$ cat src/rtl/mem_stage_lsu.sv
// rtl/mem_stage_lsu.sv - RV32I MEM stage: load/store unit with req/ack data bus and MEM/WB register
module mem_stage_lsu #(
    parameter int TIMEOUT_CYCLES = 255,
    parameter int ADDR_W         = 32
) (
    input  logic              clk,
    input  logic              rst,
    input  logic              in_valid,
    input  logic [1:0]        crt_wb_in,
    input  logic [2:0]        crt_mem_in,
    input  logic [2:0]        funct3_in,
    input  logic [31:0]       pc_in,
    input  logic              zero_in,
    input  logic [31:0]       alu_result_in,
    input  logic [31:0]       dato_b_in,
    input  logic [4:0]        rd_in,
    output logic              stall_out,
    output logic              pc_src_out,
    output logic [31:0]       pc_target_out,
    output logic              dmem_req,
    output logic              dmem_we,
    output logic [ADDR_W-1:0] dmem_addr,
    output logic [3:0]        dmem_be,
    output logic [31:0]       dmem_wdata,
    input  logic              dmem_ack,
    input  logic [31:0]       dmem_rdata,
    output logic              wb_valid,
    output logic              wb_reg_write,
    output logic              wb_mem_to_reg,
    output logic [4:0]        wb_rd,
    output logic [31:0]       wb_alu_result,
    output logic [31:0]       wb_load_data,
    output logic              misalign_err,
    output logic              bus_err
);
    typedef enum logic [1:0] {IDLE, ACCESS, ERR} state_t;

    state_t state_q, state_d;
    logic              req_q, req_d, we_q, we_d;
    logic [ADDR_W-1:0] addr_q, addr_d;
    logic [3:0]        be_q, be_d;
    logic [31:0]       wdata_q, wdata_d;
    logic [7:0]        cnt_q, cnt_d;
    logic              wbv_q, wbv_d, wbrw_q, wbrw_d, wbm2r_q, wbm2r_d;
    logic [4:0]        wbrd_q, wbrd_d;
    logic [31:0]       wbalu_q, wbalu_d, wbld_q, wbld_d;
    logic              mis_q, mis_d, berr_q, berr_d;
    logic [2:0]        p_f3_q, p_f3_d;
    logic [1:0]        p_off_q, p_off_d, p_wb_q, p_wb_d;
    logic [4:0]        p_rd_q, p_rd_d;
    logic [31:0]       p_alu_q, p_alu_d;

    logic        is_store, mem_op, aligned;
    logic [1:0]  off;
    logic [3:0]  be_c;
    logic [31:0] wdata_c, rd_shift, load_ext;

    assign pc_src_out    = in_valid & crt_mem_in[0] & zero_in;
    assign pc_target_out = pc_in;
    assign is_store      = crt_mem_in[1];
    assign mem_op        = in_valid & (crt_mem_in[2] | crt_mem_in[1]);
    assign off           = alu_result_in[1:0];

    // Unsigned load encodings have no store counterpart, so they count as misaligned for stores.
    always_comb begin
        aligned = 1'b0;
        case (funct3_in)
            3'b000:  aligned = 1'b1;
            3'b001:  aligned = ~off[0];
            3'b010:  aligned = (off == 2'b00);
            3'b100:  aligned = ~is_store;
            3'b101:  aligned = ~is_store & ~off[0];
            default: aligned = 1'b0;
        endcase
    end

    always_comb begin
        be_c    = 4'b1111;
        wdata_c = dato_b_in;
        case (funct3_in[1:0])
            2'b00: begin
                be_c    = 4'b0001 << off;
                wdata_c = {4{dato_b_in[7:0]}};
            end
            2'b01: begin
                be_c    = 4'b0011 << off;
                wdata_c = {2{dato_b_in[15:0]}};
            end
            default: ;
        endcase
    end

    assign rd_shift = dmem_rdata >> {p_off_q, 3'b000};
    always_comb begin
        load_ext = dmem_rdata;
        case (p_f3_q)
            3'b000:  load_ext = {{24{rd_shift[7]}}, rd_shift[7:0]};
            3'b001:  load_ext = {{16{rd_shift[15]}}, rd_shift[15:0]};
            3'b100:  load_ext = {24'd0, rd_shift[7:0]};
            3'b101:  load_ext = {16'd0, rd_shift[15:0]};
            default: load_ext = dmem_rdata;
        endcase
    end

    always_comb begin
        state_d = state_q;
        req_d   = req_q;
        we_d    = we_q;
        addr_d  = addr_q;
        be_d    = be_q;
        wdata_d = wdata_q;
        cnt_d   = cnt_q;
        wbv_d   = wbv_q;
        wbrw_d  = wbrw_q;
        wbm2r_d = wbm2r_q;
        wbrd_d  = wbrd_q;
        wbalu_d = wbalu_q;
        wbld_d  = wbld_q;
        mis_d   = 1'b0;
        berr_d  = 1'b0;
        p_f3_d  = p_f3_q;
        p_off_d = p_off_q;
        p_wb_d  = p_wb_q;
        p_rd_d  = p_rd_q;
        p_alu_d = p_alu_q;
        stall_out = 1'b0;
        case (state_q)
            // ERR only marks the recovery cycle; upstream is already released, so it accepts like IDLE.
            IDLE, ERR: begin
                state_d = IDLE;
                if (mem_op && aligned) begin
                    stall_out = 1'b1;
                    state_d   = ACCESS;
                    req_d     = 1'b1;
                    we_d      = is_store;
                    addr_d    = {alu_result_in[ADDR_W-1:2], 2'b00};
                    be_d      = be_c;
                    wdata_d   = wdata_c;
                    cnt_d     = 8'd0;
                    wbv_d     = 1'b0;
                    wbrw_d    = 1'b0;
                    p_f3_d    = funct3_in;
                    p_off_d   = off;
                    p_wb_d    = crt_wb_in;
                    p_rd_d    = rd_in;
                    p_alu_d   = alu_result_in;
                end else if (in_valid) begin
                    mis_d   = mem_op;
                    wbv_d   = 1'b1;
                    wbrw_d  = crt_wb_in[1] & ~mem_op;
                    wbm2r_d = crt_wb_in[0];
                    wbrd_d  = rd_in;
                    wbalu_d = alu_result_in;
                    wbld_d  = 32'd0;
                end else begin
                    wbv_d  = 1'b0;
                    wbrw_d = 1'b0;
                end
            end
            ACCESS: begin
                stall_out = 1'b1;
                if (dmem_ack || cnt_q == 8'(TIMEOUT_CYCLES - 1)) begin
                    req_d   = 1'b0;
                    wbv_d   = 1'b1;
                    wbm2r_d = p_wb_q[0];
                    wbrd_d  = p_rd_q;
                    wbalu_d = p_alu_q;
                    if (dmem_ack) begin
                        state_d = IDLE;
                        wbrw_d  = p_wb_q[1];
                        wbld_d  = we_q ? 32'd0 : load_ext;
                    end else begin
                        state_d = ERR;
                        berr_d  = 1'b1;
                        wbrw_d  = 1'b0;
                        wbld_d  = 32'd0;
                    end
                end else begin
                    cnt_d = cnt_q + 8'd1;
                end
            end
            default: state_d = IDLE;
        endcase
    end

    always_ff @(posedge clk or posedge rst) begin
        if (rst) begin
            state_q <= IDLE;
            req_q   <= 1'b0;
            we_q    <= 1'b0;
            addr_q  <= '0;
            be_q    <= 4'd0;
            wdata_q <= 32'd0;
            cnt_q   <= 8'd0;
            wbv_q   <= 1'b0;
            wbrw_q  <= 1'b0;
            wbm2r_q <= 1'b0;
            wbrd_q  <= 5'd0;
            wbalu_q <= 32'd0;
            wbld_q  <= 32'd0;
            mis_q   <= 1'b0;
            berr_q  <= 1'b0;
            p_f3_q  <= 3'd0;
            p_off_q <= 2'd0;
            p_wb_q  <= 2'd0;
            p_rd_q  <= 5'd0;
            p_alu_q <= 32'd0;
        end else begin
            state_q <= state_d;
            req_q   <= req_d;
            we_q    <= we_d;
            addr_q  <= addr_d;
            be_q    <= be_d;
            wdata_q <= wdata_d;
            cnt_q   <= cnt_d;
            wbv_q   <= wbv_d;
            wbrw_q  <= wbrw_d;
            wbm2r_q <= wbm2r_d;
            wbrd_q  <= wbrd_d;
            wbalu_q <= wbalu_d;
            wbld_q  <= wbld_d;
            mis_q   <= mis_d;
            berr_q  <= berr_d;
            p_f3_q  <= p_f3_d;
            p_off_q <= p_off_d;
            p_wb_q  <= p_wb_d;
            p_rd_q  <= p_rd_d;
            p_alu_q <= p_alu_d;
        end
    end

    assign dmem_req      = req_q;
    assign dmem_we       = we_q;
    assign dmem_addr     = addr_q;
    assign dmem_be       = be_q;
    assign dmem_wdata    = wdata_q;
    assign wb_valid      = wbv_q;
    assign wb_reg_write  = wbrw_q;
    assign wb_mem_to_reg = wbm2r_q;
    assign wb_rd         = wbrd_q;
    assign wb_alu_result = wbalu_q;
    assign wb_load_data  = wbld_q;
    assign misalign_err  = mis_q;
    assign bus_err       = berr_q;
endmodule

$ cat config.mk
export PLATFORM = sky130hd
export DESIGN_NAME = mem_stage_lsu
export DESIGN_NICKNAME = d
export VERILOG_FILES = /design/src/rtl/mem_stage_lsu.sv
export SDC_FILE = /design/constraint.sdc
export NUM_CORES = 1
export LEC_CHECK = 0
export CAP_MARGIN = 20
export CORE_ASPECT_RATIO = 0.9
export CORE_MARGIN = 1.5
export CORE_UTILIZATION = 45
export CTS_BUF_LIST = sky130_fd_sc_hd__clkbuf_4 sky130_fd_sc_hd__clkbuf_8 sky130_fd_sc_hd__clkbuf_16
export DETAILED_ROUTE_END_ITERATION = 10
export GPL_ROUTABILITY_DRIVEN = 0
export GPL_TIMING_DRIVEN = 0
export PLACE_DENSITY = 0.89
export SLEW_MARGIN = 20
export SYNTH_ARGS = -nofsm -noshare
export SYNTH_HDL_FRONTEND = slang
export SYNTH_SLANG_ARGS = --single-unit
$ cat constraint.sdc
create_clock -name clk -period 7.8 [get_ports clk]
set_input_delay 1.56 -clock clk [delete_from_list [all_inputs] [get_ports clk]]
set_output_delay 1.56 -clock clk [all_outputs]
set_load 0.005 [all_outputs]
==> results of run 1 <==
placed cells by master (no fill, tap or decap), drive strengths merged, types with 3 or more instances in the layout:
cell,synthesis,routed
clkinvlp,0,3
a221o,17,17
o21ai,44,44
buf,97,98
and3,5,5
xor2,3,3
a21oi,51,51
o2bb2ai,16,16
nand4,3,3
inv,14,14
a311oi,5,5
clkbuf,31,54
clkdlybuf4s50,0,287
mux2,4,4
clkinv,1,3
nand3,8,8
o22ai,5,5
o21a,3,3
nand3b,7,7
nand2b,6,6
dfrtp,164,164
nor3b,4,4
a31oi,45,45
o211ai,9,9
bufinv,0,3
nand2,184,184
mux2i,75,75
nor2,28,28
power breakdown:
group	internal, mW	switching (mW)
registers	1.03	0.127
clock network	0.533	0.339
logic	0.575	0.434
kinds of logic (layout without fill, tap and decap cells):
family,after synthesis,count (layout),synth area share (%)
simple gates,255,255,13.2
compound gates,208,208,16.6
flops,164,164,49.1
buf+inv,143,462,10.4
mux,81,81,10.1
xor+xnor,3,3,0.314
fa+ha+maj,2,2,0.299
other cells,1,2,0.0448
critical path, cell delays in order:
cell and delay (ps):
clkdlybuf4s50_1 440, clkbuf_1 240, o41ai_1 570, nand4b_1 280, clkbuf_1 310, buf_2 280, nand2_1 90, clkdlybuf4s50_1 510
worst paths after layout:
kind | startpoint | endpoint | slack (ps) | depth (start not counted)
worst max-delay path | alu_result_in[0] | stall_out | 1950 | 8
worst min-delay path | p_wb_q[1] | p_wb_q[1] | 480 | 2
worst max register to register | cnt_q[0] | wb_alu_result[13] | 5370 | 7
worst min register to register | p_wb_q[1] | p_wb_q[1] | 480 | 2
max in group asynchronous | rst | wb_valid | 5380 | 3
min in group asynchronous | rst | wb_load_data[2] | 1620 | 2
synthesized netlist by cell type (16+ instances only):
| master | count |
|---|---|
| clkbuf_1 | 31 |
| o2bb2ai_1 | 16 |
| a31oi_1 | 45 |
| mux2i_1 | 75 |
| a21oi_1 | 41 |
| o21ai_0 | 44 |
| buf_2 | 19 |
| nand2_1 | 183 |
| dfrtp_1 | 164 |
| buf_4 | 67 |
| nor2_1 | 27 |
| a221o_1 | 17 |
through the flow:
stage / cell area, um2 / power (mW) / setup TNS (ps)
6_report: 12200 / 3.04 / 0
3_5_place_dp: 11600 / 2.17 / 0
3_3_place_gp: 11500 / 2.13 / -70650
2_1_floorplan: 8370 / 1.61 / 0
4_1_cts: 12200 / 3.05 / 0
5_1_grt: 12200 / 3.18 / 0
layout make-up:
| type | instances | area, um2 |
|---|---|---|
| fill | 1396 | 6100 |
| sequential | 164 | 4100 |
| multi-input combinational | 551 | 3390 |
| tap | 245 | 307 |
| clock inverter | 8 | 126 |
| clock buffer | 23 | 483 |
| buffer | 128 | 816 |
| timing repair buffer | 288 | 2900 |
| inverter | 15 | 63.8 |
routing by layer:
metal	up-vias	GRT usage, %	share of wire [%]
li1	3570	-	-
met1	3806	34.8	42
met2	368	42.7	47
met3	72	6.30	7.6
met4	2	12.3	3.4
met5	-	0	0.068
==> impl_metrics.csv, run 1 <==
group,metric,value,unit
sta,tightest_slew,985,ps
sta,holdWs,476,ps
cells_and_area,final_nets,1313,
sta,maxSlewViolCount,0,
routing,drt_pass1_iterations,7,
sta,period_share,75.0,%
cells_and_area,final_util,66.6,%
clocking,clk_pin_slew,60,ps
place,numPortBuffers,287,
global_route,grt_pass1_vias,7707,
routing,routed_wl,26500,um
synthesis,synth_top_cell_by_area,"dfrtp_1",
cells_and_area,diodes,0,
global_route,grt_pass1_wl,40700,um
clocking,ctsResizeCount,0,
worst_setup_path,cp-end-kind,"output pin",
clocking,hold_buffers,0,
sta,finalWorstSetupSlack,1950,ps
clocking,root_buffer,"clkbuf_16",
floorplanning,coreArea,0.0183,mm2
worst_setup_path,crit_arrival,4290,ps
worst_setup_path,critical_path_class,"in -> out",
synthesis,yosys-top-cells-area,"dfrtp_1 (49%), mux2i_1 (9.0%), nand2_1 (8.2%)",
synthesis,synthDistinctLibCells,53,
routing,vias_per_cell,5.50,
sta,setup_violations,0,
clocking,cts_buffers,17,
job,max-cap-violations,0,
routing,drtIter0Drc,573,
routing,ant_nets,0,
floorplanning,num_io_pins,324,
worst_setup_path,cp_data_required_time,6240,ps
place,dp_hpwl,19300,um
global_route,grt_usage,26.8,%
hold_path,min_path_type,"reg -> reg",
routing,num_vias,7818,
synthesis,netlist_area,0.00836,mm2
clocking,cts_tree,"built",
sta,relSlewSlack,34.1,%
global_route,grt_overflow,0,
synthesis,synth-seq-area-share,49.1,%
sta,fmax,171,MHz
routing,post-route-drc-count,0,
clocking,clk_latency,420,ps
synthesis,async_flop_share,100,%
cells_and_area,stdcell_count,1422,
floorplanning,row_count,47,
floorplanning,start_util,45.7,%
global_route,grt_max_degree,84,
clocking,cts.sink_count,164,
global_route,antenna_found_initial,2,
synthesis,ys_ff_latch,164,
place,pre_cts_ws,2010,ps
worst_setup_path,crit_path_start_kind,"primary input",
sta,fin_worst_skew,12.3,ps
power,p_leak,5.59,nW
synthesis,avgSynthCellArea,9.76,um2
clocking,cts.htree.levels,4,
synthesis,yosysWarnings,0,
clocking,post_cts_buffers,0,
cells_and_area,area_growth,45.8,%
floorplanning,die_w,147,um
synthesis,synth_edf_count,0,
outcome,status,"complete, no violations",
synthesis,yosys.area.top_type_share,49.1,%
power,power.density,249,mW/mm2
routing,avgRoutedWirePerCell,18.6,um
synthesis,synth_top_flop_cell,"dfrtp_1",
cells_and_area,layout-drive-gt1-share,12.6,%
synthesis,synthCells,857,
power,vdd_drop_max,0.000155,V
floorplanning,die-area,0.0194,mm2
sta,grt_setup_unrepaired,"false",
place,dp_cells,1391,
clocking,cts_buffer_depth,2,
worst_setup_path,critPathMaxFanout,10,
floorplanning,die_y,132,um
sta,hold_viol_final,0,
sta,period_minus_slack,5850,ps
Power figures use the tool's default switching activity.
==> inputs of run 2 (changes only) <==
--- a/config.mk
+++ b/config.mk
@@ -8,12 +8,12 @@
 export CAP_MARGIN = 20
 export CORE_ASPECT_RATIO = 0.9
 export CORE_MARGIN = 1.5
-export CORE_UTILIZATION = 45
+export CORE_UTILIZATION = 40
 export CTS_BUF_LIST = sky130_fd_sc_hd__clkbuf_4 sky130_fd_sc_hd__clkbuf_8 sky130_fd_sc_hd__clkbuf_16
 export DETAILED_ROUTE_END_ITERATION = 10
 export GPL_ROUTABILITY_DRIVEN = 0
 export GPL_TIMING_DRIVEN = 0
-export PLACE_DENSITY = 0.89
+export PLACE_DENSITY = 0.84
 export SLEW_MARGIN = 20
 export SYNTH_ARGS = -nofsm -noshare
 export SYNTH_HDL_FRONTEND = slang
==> constraint.sdc (replaced) <==
create_clock -name clk -period 5.3 [get_ports clk]
set_input_delay 1.06 -clock clk [delete_from_list [all_inputs] [get_ports clk]]
set_output_delay 1.06 -clock clk [all_outputs]
set_load 0.005 [all_outputs]
==> impl_metrics.csv, run 2 (synthesized netlist as in run 1, its figures left out) <==
group,metric,value,unit
clocking,ctsResizeCount,0,
cells_and_area,fin_area,0.0124,mm2
floorplanning,die_y,140,um
sta,maxSlewViolCount,0,
cells_and_area,layout.cells.most_common,"clkdlybuf4s50_1",
clocking,clk_pin_slew,70,ps
cells_and_area,layout-drive-gt1-share,12.9,%
clocking,clk_latency,420,ps
worst_setup_path,cp_data_required_time,4240,ps
worst_setup_path,crit_path_start_kind,"primary input",
hold_path,min_path_type,"reg -> reg",
clocking,hold_buffers,0,
routing,drt_pass1_iterations,5,
global_route,grt_max_degree,32,
place,numPortBuffers,287,
worst_setup_path,crit_family,"buffers and inverters",
sta,fin_tns_setup,0,ps
global_route,grt_usage,24.4,%
place,pre_cts_ws,370,ps
sta,fmax,201,MHz
worst_setup_path,critical_path_class,"in -> out",
cells_and_area,fillers,1677,
place,dp_cells,1406,
routing,routed_wl,26600,um
sta,fin_worst_skew,12.8,ps
routing,post-route-drc-count,0,
worst_setup_path,worst-path-buf-inv,5,
clocking,cts.sink_count,164,
global_route,antenna_found_initial,0,
worst_setup_path,max_stage_delay,570,ps
clocking,cts_buffer_depth,2,
sta,tightest_slew,960,ps
job,max-cap-violations,0,
floorplanning,start_util,41.3,%
sta,period_share,93.9,%
routing,ant_nets,0,
floorplanning,die_w,155,um
worst_setup_path,critPathMaxFanout,10,
cells_and_area,area_growth,47.9,%
power,vdd_drop_max,0.000218,V
cells_and_area,stdcell_count,1436,
sta,hold_viol_final,0,
routing,num_vias,7721,
global_route,grt_overflow,0,
global_route,grt_pass1_vias,7864,
outcome,status,"complete, no violations",
floorplanning,die-area,0.0218,mm2
worst_setup_path,crit_arrival,3910,ps
routing,drtIter0Drc,420,
routing,vias_per_cell,5.38,
sta,finalWorstSetupSlack,325,ps
sta,relSlewSlack,35.9,%
place,place_area,0.0117,mm2
power,p_leak,5.67,nW
floorplanning,row_count,49,
worst_setup_path,r2r_setup_slack,2840,ps
cells_and_area,final_nets,1318,
sta,period_minus_slack,4970,ps
cells_and_area,diodes,0,
worst_setup_path,crit_path_cell_trace,"clkdlybuf4s50_1 > clkbuf_1 > o41ai_1 > nand4b_1 > clkbuf_1 > buf_2 > nand2_1 > clkdlybuf4s50_1",
power,total_power,4.62,mW
sta,grt_setup_unrepaired,"false",
power,power.density,373,mW/mm2
place,dp_hpwl,20200,um
routing,avgRoutedWirePerCell,18.6,um
global_route,grt_pass1_wl,41900,um
clocking,root_buffer,"clkbuf_16",
worst_setup_path,cpMaxStageDelayCell,"o41ai_1",
floorplanning,coreArea,0.0202,mm2
clocking,cts_buffers,17,
cells_and_area,most-common-layout-cells,"clkdlybuf4s50_1 (287), nand2_1 (183), dfrtp_1 (164), mux2i_1 (75), buf_4 (67)",
clocking,post_cts_buffers,0,
sta,setup_violations,0,
floorplanning,num_io_pins,324,
clocking,cts_tree,"built",
worst_setup_path,cp-end-kind,"output pin",
clocking,cts.htree.levels,4,
run 2: cell types whose count changed in the layout (fill, tap and decap cells not counted):
cell        change
buf_12          +4
inv_6           +4
bufinv_16       +3
clkbuf_4        -3
buf_16          +1
clkbuf_8        -1
clkinv_2        -1
clkinv_4        -1
clkinvlp_4      -1
inv_8           -1
run 2: path summary, 6_finish.rpt:
check | from | to | cells after the start
max | alu_result_in[0] | stall_out | 8
min | dmem_wdata[14] | dmem_wdata[14] | 2
max reg2reg | cnt_q[0] | wb_alu_result[19] | 7
min reg2reg | dmem_wdata[14] | dmem_wdata[14] | 2
max in group asynchronous | rst | p_alu_q[18] | 6
min in group asynchronous | rst | dmem_wdata[31] | 2
run 2: per-stage QoR:
stage | hold WS, ps | utilization (%)
floorplan | 442 | -
global placement | 450 | 57.1
detailed placement | 462 | 57.8
CTS | 481 | 61.1
global route | 508 | 61.1
finish | 480 | 61.1
run 2: cell type report:
type	instances	area, um2	area share [%]
sequential	164	4100	33.2
multi-input combinational	551	3390	27.4
timing repair buffer	293	3010	24.3
clock buffer	19	447	3.61
buffer	128	816	6.60
inverter	15	60.1	0.486
tap	255	319	2.58
clock inverter	11	223	1.80
run 2: worst reg2reg max path, stage by stage (launching register included):
cell and delay [ps]:
dfrtp_1 440, inv_1 90, ha_1 160, nand3_1 210, o311ai_2 510, buf_2 330, clkbuf_1 420, a31oi_1 170
run 2: power breakdown:
part           internal, mW  leakage, nW  switching [mW]
combinational         0.854         3.29           0.626
sequential             1.52         2.05           0.186
clock                 0.904        0.324           0.525
total                  3.28         5.67            1.34
run 2: layer usage:
layer	global-route usage, %	vias up	wire (um)
li1	-	3580	-
met1	31.3	3791	11300
met2	40.9	302	13000
met3	5.97	48	1680
met4	7.32	0	672
met5	0	-	0
==> inputs of run 3 (changes only) <==
--- a/config.mk
+++ b/config.mk
@@ -5,6 +5,7 @@
 export SDC_FILE = /design/constraint.sdc
 export NUM_CORES = 1
 export LEC_CHECK = 0
+export ABC_AREA = 1
 export CAP_MARGIN = 20
 export CORE_ASPECT_RATIO = 0.9
 export CORE_MARGIN = 1.5
@@ -14,6 +15,8 @@
 export GPL_ROUTABILITY_DRIVEN = 0
 export GPL_TIMING_DRIVEN = 0
 export PLACE_DENSITY = 0.84
+export RECOVER_POWER = 50
+export SKIP_CTS_REPAIR_TIMING = 1
 export SLEW_MARGIN = 20
 export SYNTH_ARGS = -nofsm -noshare
 export SYNTH_HDL_FRONTEND = slang
==> impl_metrics.csv, run 3 <==
group,metric,value,unit
clocking,cts.sink_count,164,
place,place_area,0.0118,mm2
cells_and_area,layout.cells.most_common,"nand2_1",
power,power.density,338,mW/mm2
global_route,grt_overflow,0,
sta,period_share,86.5,%
floorplanning,coreArea,0.0207,mm2
global_route,antenna_found_initial,1,
outcome,status,"complete, but fails checks",
hold_path,holdPathStages,2,
power,netSwitchingPower,1.30,mW
global_route,grt_usage,24.9,%
synthesis,yosys.area_share.adder,0.297,%
cells_and_area,layout-drive-gt1-share,10.5,%
outcome,violations,"capacitance limit, slew limit",
clocking,clk_pin_slew,70,ps
sta,fin_tns_setup,0,ps
synthesis,ys_ff_latch,164,
floorplanning,row_count,50,
worst_setup_path,r2r_setup_slack,3100,ps
synthesis,synth_top_cell_by_area,"dfrtp_1",
synthesis,avgSynthCellArea,7.57,um2
cells_and_area,stdcell_count,1724,
clocking,clk_latency,430,ps
job,max-cap-violations,2,
floorplanning,start_util,40.7,%
synthesis,synthMuxAreaShare,0,%
cells_and_area,final_nets,1574,
clocking,cts_buffer_depth,2,
floorplanning,die-area,0.0219,mm2
floorplanning,die_w,156,um
cells_and_area,area_growth,45.9,%
sta,holdWs,463,ps
floorplanning,die_y,141,um
clocking,cts_tree,"built",
cells_and_area,most-common-layout-cells,"nand2_1 (428), clkdlybuf4s50_1 (202), dfrtp_1 (164), o21ai_0 (118), nand3_1 (104)",
place,dp_hpwl,20900,um
worst_setup_path,ff2ff_path_depth,12,
synthesis,synth_top_family_by_area,"simple AND/OR/NAND/NOR gates",
routing,ant_nets,0,
synthesis,synth_xor_area_share,0.104,%
power,p_comb_share,32.4,%
power,vdd_drop_max,0.000195,V
worst_setup_path,crit_path_start_kind,"primary input",
global_route,grtUsageMet3,4.92,%
place,pre_cts_ws,805,ps
synthesis,synth_top_flop_cell,"dfrtp_1",
synthesis,netlist_area,0.00842,mm2
global_route,grt_pass1_vias,8218,
synthesis,synthDistinctLibCells,30,
clocking,cts_buffers,17,
synthesis,async_flop_share,100,%
clocking,root_buffer,"clkbuf_16",
power,p_clk_share,28.2,%
routing,drt_pass1_iterations,8,
sta,tightest_slew,1800,ps
routing,routed_wl,27500,um
clocking,cts.htree.levels,4,
place,numPortBuffers,289,
worst_setup_path,cp_data_required_time,4240,ps
routing,drtIter0Drc,665,
global_route,top_usage_layer,"met2",
synthesis,yosys.area.top_type_share,48.7,%
routing,num_vias,8590,
worst_setup_path,cp-end-kind,"output pin",
cells_and_area,fin_area,0.0123,mm2
sta,setup_violations,0,
worst_setup_path,crit_start,"alu_result_in[0]",
sta,finalWorstSetupSlack,717,ps
synthesis,synth_commonest_cells,"nand2_1 (427), dfrtp_1 (164), o21ai_0 (118), nand3_1 (104), inv_1 (79)",
global_route,grt_max_degree,35,
synthesis,yosys-top-cells-area,"dfrtp_1 (49%), nand2_1 (19%), o21ai_0 (7.0%)",
routing,post-route-drc-count,0,
synthesis,synthCells,1112,
sta,fin_worst_skew,10.7,ps
sta,period_minus_slack,4580,ps
synthesis,yosysMostFrequentCell,"nand2_1",
cells_and_area,final_util,59.3,%
place,dp_cells,1693,
worst_setup_path,rr_startpoint,"cnt_q[0]",
worst_setup_path,critPathMaxFanout,10,
hold_path,holdPathEnd,"wb_alu_result[30]",
synthesis,synth_edf_count,0,
sta,fmax,218,MHz
sta,hold_viol_final,0,
worst_setup_path,r2r_end,"wb_alu_result[28]",
sta,maxSlewViolCount,62,
hold_path,min_path_type,"reg -> reg",
global_route,grtUsageMet1,33.2,%
synthesis,yosysWarnings,0,
global_route,grtUsageMet2,40.1,%
global_route,grt_pass1_wl,42800,um
routing,avgRoutedWirePerCell,15.9,um
routing,vias_per_cell,4.98,
power,p_int,2.85,mW
power,p_seq_share,39.4,%
synthesis,synth-seq-area-share,48.7,%
worst_setup_path,critical_path_class,"in -> out",
sta,relSlewSlack,-20.1,%
synthesis,synthSimpleGateAreaFrac,28.8,%
worst_setup_path,crit_arrival,3520,ps
power,total_power,4.15,mW
synthesis,synth_compound_area_share,9.36,%
hold_path,worstHoldStart,"wb_alu_result[30]",
sta,grt_setup_unrepaired,"false",
cells_and_area,fillers,1863,
floorplanning,num_io_pins,324,
power,p_leak,6.14,nW
power,switching_share,31.3,%
## run 3: metal layers
layer  vias to the layer above  wire, um  part of all wire [%]
met5                         -         0                     0
met4                         0       845                   3.1
met3                        67      1860                   6.8
met2                       368     13200                    48
met1                      4072     11600                    42
li1                       4083         -                     -
## run 3: how the worst max path moves through the flow
stage	cells past startpoint	to
after floorplan	1	bus_err
after global placement	2	wb_alu_result[23]
after detailed placement	9	stall_out
after CTS	9	stall_out
after global routing	9	stall_out
final	9	stall_out
## run 3: cell type report
class / count / area [um2] / area share [%]
Antenna cell: 1 / 2.50 / 0.0204
Buffer: 123 / 759 / 6.18
Clock buffer: 18 / 433 / 3.52
Clock inverter: 12 / 111 / 0.906
Inverter: 82 / 309 / 2.52
Multi-Input combinational cell: 744 / 3250 / 26.4
Sequential cell: 164 / 4100 / 33.4
Tap cell: 286 / 358 / 2.91
Timing Repair Buffer: 294 / 2960 / 24.1
## run 3: logic make-up (layout without fill, tap and decap cells)
family,count (synthesis),in the layout
flops,164,164
simple gates,587,587
other cells,1,3
fa+ha+maj,2,2
compound gates,152,152
buf+inv,205,529
xor+xnor,1,1
## run 3: worst max-delay path: stages
cell	delay (ps)
dlygate4sd3_1	760
inv_1	170
a21oi_1	210
nor2_1	80
nand3_1	170
buf_2	260
buf_2	280
nand2_1	70
clkdlybuf4s50_1	470
## run 3: power by group through the flow
| stage | registers, mW | logic [mW] | clock network, mW |
|---|---|---|---|
| 3_3_place_gp | 1.65 | 1.35 | 0 |
| 2_1_floorplan | 1.65 | 0.622 | 0 |
| 5_1_grt | 1.67 | 1.47 | 1.24 |
| 4_1_cts | 1.64 | 1.40 | 1.19 |
| 3_5_place_dp | 1.66 | 1.39 | 0 |
| 6_report | 1.64 | 1.35 | 1.17 |
